## src/rtl/matrix_scan_driver.sv

```systemverilog
// matrix_scan_driver
//   Scans a 16x16 LED matrix one row at a time. For each row it fetches the pixel
//   word from the frame buffer, shifts it out MSB first on the column chain,
//   advances the one-hot row token on the row chain, latches the columns and
//   lights the row for ON_CYCLES clocks.
//
// Ports
//   clk         system clock (single domain)
//   reset       synchronous active-high reset
//   enable      start / continue scanning; sampled at row boundaries only
//   row_addr    frame-buffer row being fetched
//   row_data    pixels of row_addr, valid one cycle after row_addr changes
//   frame_start one-cycle pulse on the first fetch cycle of row 0
//   CSDI/CCLK   column serial data / clock
//   RSDI/RCLK   row serial data / clock
//   LE          column latch enable
//   OEB         output enable, active low
module matrix_scan_driver #(
    parameter int unsigned CLKDIV    = 1,
    parameter int unsigned ON_CYCLES = 256
) (
    input  logic        clk,
    input  logic        reset,
    input  logic        enable,
    output logic [3:0]  row_addr,
    input  logic [15:0] row_data,
    output logic        frame_start,
    output logic        CSDI,
    output logic        CCLK,
    output logic        RSDI,
    output logic        RCLK,
    output logic        LE,
    output logic        OEB
);

    localparam logic [2:0] StIdle    = 3'd0;
    localparam logic [2:0] StFetch   = 3'd1;
    localparam logic [2:0] StShift   = 3'd2;
    localparam logic [2:0] StRowStep = 3'd3;
    localparam logic [2:0] StLatch   = 3'd4;
    localparam logic [2:0] StOn      = 3'd5;

    // One counter serves every phase, so it must hold the longest one.
    localparam int unsigned CntMax = (ON_CYCLES > 2 * CLKDIV) ? ON_CYCLES : 2 * CLKDIV;
    localparam int unsigned CntW   = $clog2(CntMax + 1);

    localparam logic [CntW-1:0] HalfCnt   = CntW'(CLKDIV);
    localparam logic [CntW-1:0] PhaseLast = CntW'(2 * CLKDIV - 1);
    localparam logic [CntW-1:0] LatchLast = CntW'(CLKDIV - 1);
    localparam logic [CntW-1:0] OnLast    = CntW'(ON_CYCLES - 1);
    localparam logic [CntW-1:0] FetchLast = CntW'(1);

    logic [2:0]      state_q, state_d;
    logic [CntW-1:0] cnt_q, cnt_d;
    logic [3:0]      bit_q, bit_d;
    logic [3:0]      row_q, row_d;
    logic [15:0]     sr_q, sr_d;

    logic [3:0] row_addr_q, row_addr_d;
    logic       frame_start_q, frame_start_d;
    logic       csdi_q, csdi_d;
    logic       cclk_q, cclk_d;
    logic       rsdi_q, rsdi_d;
    logic       rclk_q, rclk_d;
    logic       le_q, le_d;
    logic       oeb_q, oeb_d;

    // Next-state logic.
    always_comb begin
        state_d = state_q;
        cnt_d   = cnt_q;
        bit_d   = bit_q;
        row_d   = row_q;
        sr_d    = sr_q;
        case (state_q)
            StIdle: begin
                cnt_d = '0;
                if (enable) begin
                    state_d = StFetch;
                    row_d   = 4'd0;
                end
            end
            StFetch: begin
                if (cnt_q == FetchLast) begin
                    state_d = StShift;
                    cnt_d   = '0;
                    bit_d   = 4'd0;
                    sr_d    = row_data;
                end else begin
                    cnt_d = cnt_q + 1'b1;
                end
            end
            StShift: begin
                if (cnt_q == PhaseLast) begin
                    cnt_d = '0;
                    sr_d  = {sr_q[14:0], 1'b0};
                    if (bit_q == 4'd15) begin
                        state_d = StRowStep;
                    end else begin
                        bit_d = bit_q + 1'b1;
                    end
                end else begin
                    cnt_d = cnt_q + 1'b1;
                end
            end
            StRowStep: begin
                if (cnt_q == PhaseLast) begin
                    state_d = StLatch;
                    cnt_d   = '0;
                end else begin
                    cnt_d = cnt_q + 1'b1;
                end
            end
            StLatch: begin
                if (cnt_q == LatchLast) begin
                    state_d = StOn;
                    cnt_d   = '0;
                end else begin
                    cnt_d = cnt_q + 1'b1;
                end
            end
            StOn: begin
                if (cnt_q == OnLast) begin
                    cnt_d   = '0;
                    row_d   = row_q + 1'b1;
                    state_d = enable ? StFetch : StIdle;
                end else begin
                    cnt_d = cnt_q + 1'b1;
                end
            end
            default: begin
                state_d = StIdle;
                cnt_d   = '0;
            end
        endcase
    end

    // Outputs are decoded from the next state so every pin comes straight off a flop
    // and lines up with the state it belongs to.
    always_comb begin
        row_addr_d    = row_d;
        frame_start_d = (state_d == StFetch) && (cnt_d == '0) && (row_d == 4'd0);
        cclk_d        = (state_d == StShift) && (cnt_d >= HalfCnt);
        rclk_d        = (state_d == StRowStep) && (cnt_d >= HalfCnt);
        le_d          = (state_d == StLatch);
        oeb_d         = (state_d != StOn);
        // Serial data only moves at the start of a low clock phase and holds otherwise.
        csdi_d        = csdi_q;
        if (state_d == StShift) begin
            csdi_d = sr_d[15];
        end
        rsdi_d = rsdi_q;
        if (state_d == StRowStep) begin
            rsdi_d = (row_d == 4'd0);
        end
    end

    always_ff @(posedge clk) begin
        if (reset) begin
            state_q       <= StIdle;
            cnt_q         <= '0;
            bit_q         <= 4'd0;
            row_q         <= 4'd0;
            sr_q          <= 16'd0;
            row_addr_q    <= 4'd0;
            frame_start_q <= 1'b0;
            csdi_q        <= 1'b0;
            cclk_q        <= 1'b0;
            rsdi_q        <= 1'b0;
            rclk_q        <= 1'b0;
            le_q          <= 1'b0;
            oeb_q         <= 1'b1;
        end else begin
            state_q       <= state_d;
            cnt_q         <= cnt_d;
            bit_q         <= bit_d;
            row_q         <= row_d;
            sr_q          <= sr_d;
            row_addr_q    <= row_addr_d;
            frame_start_q <= frame_start_d;
            csdi_q        <= csdi_d;
            cclk_q        <= cclk_d;
            rsdi_q        <= rsdi_d;
            rclk_q        <= rclk_d;
            le_q          <= le_d;
            oeb_q         <= oeb_d;
        end
    end

    assign row_addr    = row_addr_q;
    assign frame_start = frame_start_q;
    assign CSDI        = csdi_q;
    assign CCLK        = cclk_q;
    assign RSDI        = rsdi_q;
    assign RCLK        = rclk_q;
    assign LE          = le_q;
    assign OEB         = oeb_q;

endmodule

```

## config.mk

```make
export PLATFORM = sky130hd
export DESIGN_NAME = matrix_scan_driver
export DESIGN_NICKNAME = d
export VERILOG_FILES = /design/src/rtl/matrix_scan_driver.sv
export SDC_FILE = /design/constraint.sdc
export NUM_CORES = 1
export LEC_CHECK = 0
export ABC_CLOCK_PERIOD_IN_PS = 2900
export CORE_MARGIN = 1
export CORE_UTILIZATION = 35
export DETAILED_ROUTE_END_ITERATION = 8
export SLEW_MARGIN = 10
export SYNTH_ARGS = -nofsm -noshare
export SYNTH_HDL_FRONTEND = slang
export SYNTH_SLANG_ARGS = --single-unit
```

## constraint.sdc

```tcl
create_clock -name clk -period 2.9 [get_ports clk]
set_input_delay 0.58 -clock clk [delete_from_list [all_inputs] [get_ports clk]]
set_output_delay 0.58 -clock clk [all_outputs]
set_load 0.02 [all_outputs]
```

==> metrics.csv, run 1 <==
metric,value,unit
syn_area,2180,um^2
drive_above_1_share,9.85,%
rsz0062_at_grt,false,
hpwlAfterDp,3330,um
grt_max_degree,21,
slew_headroom,50.2,%
postCtsHoldBufs,0,
fin_nets,300,
setup_viol,0,
syn_inst,244,
synth-seq-area-share,39.5,%
core.rowCount,28,
cp.buffers_inverters,0,
diodes,0,
wirelength,4670,um
cp_cell_sequence,and3_2 -> and3_1 -> and3_1 -> ha_1 -> nand2b_1 -> a31oi_1 -> o32ai_1 -> a31oi_1 -> nand2_1 -> mux2_2,
path_clk_slew,0.09,ns
yosys.cell_types.count,53,
vdd_drop_max,0.319,mV
finalSetupTns,0,ns
antenna_found_initial,0,
cpPeakStageDelay,0.51,ns
drt_pass1_iterations,5,
gp_congestion,0.796,
status,"complete, no violations",
grt_pass1_wl,8140,um
drc,0,
core_area,5960,um^2
num_vias,1906,
critPathCaptureType,flip-flop,
cts_tree,done,
r2r_start,cnt_q[4],
clk_latency,0.30,ns
critPathSlowestCell,dfxtp_1,
finalCriticalPeriod,2.58,ns
start_kind,flip-flop,
fp.dieW,80.9,um
cts_buffer_depth,2,
finalHoldViolCount,0,
ioPinCount,30,
crit_start,cnt_q[4],
grt_pass1_vias,1738,
overflow,0,
synth-edff-count,0,
routed_via_density,5.46,
maxSlewViolCount,0,
postRouteAntennaNets,0,
port-buffer-count,29,
track_usage,16.1,%
cts_root_buffer,clkbuf_8,
crit_arrival,2.77,ns
clock-sinks,43,
post_cts_buffers,0,
tightest_slew,0.745,ns
ys_warn_count,0,
fin_crit_sh,88.8,%
cts_resized,0,
wl_per_cell,13.4,um
cp_max_fo,6,
power_density,464,nW/um^2
cap_violations,0,
finClkSkew,0.00637,ns
start_util,36.6,%
syn_nets,271,
hold_path.class,flip-flop to flip-flop,
die_height,80.9,um
synthArstFlopShare,0,%
fin_hold_ws,0.503,ns
synthFlopType,dfxtp_1,
leakage,0.948,nW
syn-mean-instance-area,8.92,um^2
required,3.09,ns
synth_seq_cells,43,
syn2layout_area_growth,22.2,%
cts_buffers,5,
maxClockFrequency,388,MHz
worst-setup-path-type,flip-flop to flip-flop,
htree_levels,2,
min-delay-start,sr_q[12],
drtIter0Drc,125,
crit_family,simple AND/OR/NAND/NOR gates,
die-area,6540,um^2
==> final timing paths <==
check / endpoint / slack (ns) / cells after the start
worst max-delay path: CSDI / 0.32 / 10
worst min-delay path: sr_q[13] / 0.50 / 2
worst max register to register: CSDI / 0.32 / 10
worst min register to register: sr_q[13] / 0.50 / 2
==> stage by stage <==
stage	instance area (um^2)	util [%]	setup WS, ns	instances	total power [mW]
after floorplan	2180	-	0.673	244	0.697
after global placement	2540	42.6	0.407	341	0.746
after detailed placement	2540	42.6	0.339	341	0.746
after CTS	2660	44.7	0.322	349	1.25
after global routing	2660	44.7	0.0733	349	1.29
final	2660	44.7	0.324	349	1.23
==> registers in the layout (all words and copies together) (netlist names) <==
signal       cells
sr_q            16
cnt_q            9
bit_q            4
row_addr         4
state_q          3
CCLK             1
CSDI             1
LE               1
OEB              1
RCLK             1
RSDI             1
frame_start      1
==> power breakdown <==
| group | switching (mW) | total (mW) | leakage (nW) | internal (mW) |
|---|---|---|---|---|
| clock network | 0.217 | 0.500 | 0.0618 | 0.283 |
| logic | 0.0589 | 0.118 | 0.539 | 0.0592 |
| registers | 0.0146 | 0.615 | 0.347 | 0.600 |
| total | 0.290 | 1.23 | 0.948 | 0.943 |
==> cell type report <==
class                           instances  area (um^2)
Fill cell                             617         3300
Multi-Input combinational cell        180         1220
Sequential cell                        43          861
Timing Repair Buffer                   35          335
Tap cell                               75         93.8
Clock buffer                            6         82.6
Clock inverter                          2         38.8
Inverter                                8         30.0
==> routing by layer <==
| metal | vias up | routed length (um) | GRT usage (%) |
|---|---|---|---|
| li1 | 960 | - | - |
| met1 | 891 | 2270 | 20.6 |
| met2 | 51 | 2110 | 25.4 |
| met3 | 4 | 243 | 5.28 |
| met4 | 0 | 48 | 4.82 |
| met5 | - | 0 | 0 |
==> cells by family (layout without fill, tap and decap cells) <==
family | after synthesis | in the layout | share of synthesized area, %
mux | 4 | 4 | 1.90
xor+xnor | 10 | 10 | 4.02
buf+inv | 21 | 51 | 4.48
fa+ha+maj | 8 | 8 | 4.60
compound gates | 48 | 48 | 18.0
flops | 43 | 43 | 39.5
simple gates | 110 | 110 | 27.4
==> synth_stat cells (2+ instances only) <==
master | instances | area [um^2]
a2111oi_0 | 2 | 17.5
dfxtp_1 | 43 | 861
xnor2_1 | 5 | 43.8
nand2b_1 | 4 | 25.0
nand3b_1 | 2 | 15.0
clkbuf_1 | 10 | 37.5
a311oi_1 | 2 | 17.5
a31oi_1 | 2 | 12.5
nor3b_1 | 4 | 30.0
xor2_1 | 5 | 43.8
mux2i_1 | 3 | 30.0
nor3_1 | 6 | 30.0
nor2b_1 | 9 | 56.3
nand4b_1 | 2 | 17.5
nand2_1 | 13 | 48.8
nand3_1 | 7 | 35.0
and3_1 | 7 | 43.8
o21a_1 | 3 | 22.5
ha_1 | 8 | 100
a21oi_1 | 10 | 50.1
inv_1 | 8 | 30.0
and2_1 | 2 | 12.5
o21ai_0 | 3 | 15.0
nand3_2 | 2 | 20.0
buf_6 | 2 | 22.5
nand4_1 | 2 | 12.5
nor2_1 | 39 | 146
a222oi_1 | 14 | 140
==> placed cells by master, fill, tap and decap left out, types with 7 or more instances in the layout <==
cell              n
ha_1              8
a222oi_1         14
inv_1             8
nand2_1          13
nand3_1           7
dfxtp_1          43
nor2_1           39
clkdlybuf4s50_1  29
a21oi_1          10
nor2b_1           9
and3_1            7
==> worst register-to-register path, cell delays in order (launching register included) <==
cell      delay (ns)
dfxtp_1         0.51
and3_2          0.24
and3_1          0.16
and3_1          0.20
ha_1            0.25
nand2b_1        0.09
a31oi_1         0.19
o32ai_1         0.11
a31oi_1         0.32
nand2_1         0.12
mux2_2          0.29
Power figures use the tool's default switching activity.
==> inputs of run 2 (changes only) <==
--- a/config.mk
+++ b/config.mk
@@ -5,8 +5,9 @@
 export SDC_FILE = /design/constraint.sdc
 export NUM_CORES = 1
 export LEC_CHECK = 0
+export ABC_AREA = 1
 export ABC_CLOCK_PERIOD_IN_PS = 2900
-export CORE_MARGIN = 1
+export CORE_MARGIN = 8
 export CORE_UTILIZATION = 35
 export DETAILED_ROUTE_END_ITERATION = 8
 export SLEW_MARGIN = 10
==> constraint.sdc (replaced) <==
create_clock -name clk -period 2.9 [get_ports clk]
set_input_delay 0.29 -clock clk [delete_from_list [all_inputs] [get_ports clk]]
set_output_delay 0.29 -clock clk [all_outputs]
set_load 0.02 [all_outputs]
==> run 2 against run 1 <==
Compared with the run above: clock power shrank 2%; final area grew 8.0%; worst hold slack lost 0.036 ns; wire length grew 11%; global-route usage shrank 5.0 points; fmax grew 7.2%; sequential share of layout area shrank 2.4 points; cell count grew 34%; critical endpoint is now frame_start; largest cell class unchanged; clock skew grew 0.0028 ns; core utilization shrank 1.9 points; power shrank 2.7%.
==> metrics.csv, run 2 <==
metric,value,unit
status,"complete, no violations",
leakage,1.31,nW
clk_latency,0.30,ns
fin_nets,415,
drt_pass1_iterations,4,
required,3.14,ns
syn_area,2400,um^2
hold_path.class,flip-flop to flip-flop,
syn_inst,357,
die-area,9770,um^2
cts_resized,0,
worst-setup-path-type,flip-flop to flip-flop,
maxClockFrequency,416,MHz
largest_register_ffs,16,
drtIter0Drc,98,
crit_arrival,2.64,ns
die_height,98.8,um
cts_buffers,5,
syn_nets,384,
power_density,418,nW/um^2
synth.area.top_cells,"dfxtp_1, nand2_1, inv_1",
drive_above_1_share,11.3,%
start_util,35.7,%
drc,0,
critPathSlowestCell,dfxtp_1,
overflow,0,
wl_per_cell,11.0,um
grt_pass1_vias,2039,
start_kind,flip-flop,
cts_buffer_depth,2,
fin_crit_sh,82.9,%
cts_tree,done,
syn2layout_area_growth,19.7,%
htree_levels,2,
num_vias,2145,
slew_headroom,76.7,%
reg_top3,"sr_q (16), cnt_q (9)",
fp.dieW,98.8,um
synth_seq_cells,43,
core_area,6720,um^2
ys_warn_count,0,
synthFlopType,dfxtp_1,
core.rowCount,30,
routed_via_density,4.57,
ioPinCount,30,
cpPeakStageDelay,0.40,ns
grt_pass1_wl,8960,um
cap_violations,0,
yosysMostFrequentCell,nand2_1,
port-buffer-count,29,
cts_root_buffer,clkbuf_8,
pre_cts_ws,0.515,ns
rsz0062_at_grt,false,
layout_common_cells,"nand2_1, inv_1, nor2_1",
synthTopCellsByCount,"nand2_1, inv_1, nor2_1",
synth-seq-area-share,35.9,%
synthArstFlopShare,0,%
tightest_slew,0.349,ns
finalSetupTns,0,ns
syn-mean-instance-area,6.73,um^2
hpwlAfterDp,3900,um
postRouteAntennaNets,0,
yosysTopAreaCellShare,35.9,%
top_register,sr_q,
yosys.cell_types.count,31,
gp_congestion,0.802,
cp_cell_sequence,ha_1 -> nand2_1 -> nor2_1 -> nand2_1 -> nor2_1 -> ha_1 -> nand2_1 -> nor2_1 -> nand2_1 -> nand3_1 -> nand2_1 -> nor2_1 -> nand3_1 -> nor2_1 -> nand2_1 -> nor2_1,
path_clk_slew,0.09,ns
track_usage,11.1,%
clock-sinks,43,
finalHoldViolCount,0,
finClkSkew,0.00916,ns
grt_max_degree,32,
setup_ws,0.497,ns
finalCriticalPeriod,2.40,ns
postCtsHoldBufs,0,
setup_viol,0,
synth_top_area_cell,dfxtp_1,
antenna_found_initial,0,
final_common_cell,nand2_1,
maxSlewViolCount,0,
synth-edff-count,0,
critPathCaptureType,flip-flop,
post_cts_buffers,0,
cp_max_fo,8,
diodes,0,
vdd_drop_max,0.216,mV
wirelength,5170,um
==> run 2: cell count changes after synthesis, sizes merged, moves of 12 or more <==
cell,change
a31o,+12
a222oi,-14
nand2,+99
nand3,+16
nor2,+17
inv,+49
==> run 2: final cells by class <==
| type | count | area (um^2) |
|---|---|---|
| fillers | 715 | 3840 |
| multi-input cells | 250 | 1280 |
| flip-flops and latches | 43 | 861 |
| repair buffers | 30 | 298 |
| inverters | 58 | 223 |
| well taps | 80 | 100 |
| clock buffers | 5 | 68.8 |
| clock inverters | 3 | 47.5 |
==> run 2: logic make-up after synthesis <==
group	Yosys count	synth area share (%)
simple gates	200	37.2
buf+inv	64	11.0
flops	43	35.9
compound gates	38	10.3
fa+ha+maj	8	4.17
xor+xnor	4	1.46
==> run 2: stage by stage <==
stage | hold WS, ns | util [%] | power (mW) | std cells | instance area, um^2
global placement | 0.456 | 41.0 | 0.725 | 461 | 2760
global route | 0.511 | 42.8 | 1.26 | 469 | 2870
CTS | 0.470 | 42.8 | 1.22 | 469 | 2870
floorplan | 0.437 | - | 0.678 | 357 | 2400
finish | 0.466 | 42.8 | 1.20 | 469 | 2870
detailed placement | 0.458 | 41.0 | 0.725 | 461 | 2760
==> run 2: path summary, 6_finish.rpt <==
kind            start           to  slack [ns]  cells after the start
max reg2reg  cnt_q[0]  frame_start        0.50                     16
min reg2reg   sr_q[0]      sr_q[0]        0.47                      2
min           sr_q[0]      sr_q[0]        0.47                      2
max          cnt_q[0]  frame_start        0.50                     16
==> run 2: critical path: cells and delay by family (launching register included) <==
family,cells,cell delay [ns]
adder cells (fa/ha/maj),2,0.55
flip-flops,1,0.40
AND/OR/NAND/NOR,14,1.39
==> run 2: metal layers <==
metal / global-route usage [%] / wire length, um / up-vias
li1: - / - / 1162
met1: 13.1 / 2500 / 941
met2: 19.0 / 2420 / 36
met3: 3.03 / 200 / 6
met4: 2.83 / 46 / 0
met5: 0 / 0 / -
==> run 2: report_power, final <==
group,internal (mW),leakage [nW],switching (mW)
Sequential,0.596,0.347,0.00586
Combinational,0.0466,0.908,0.0610
Clock,0.261,0.0587,0.229
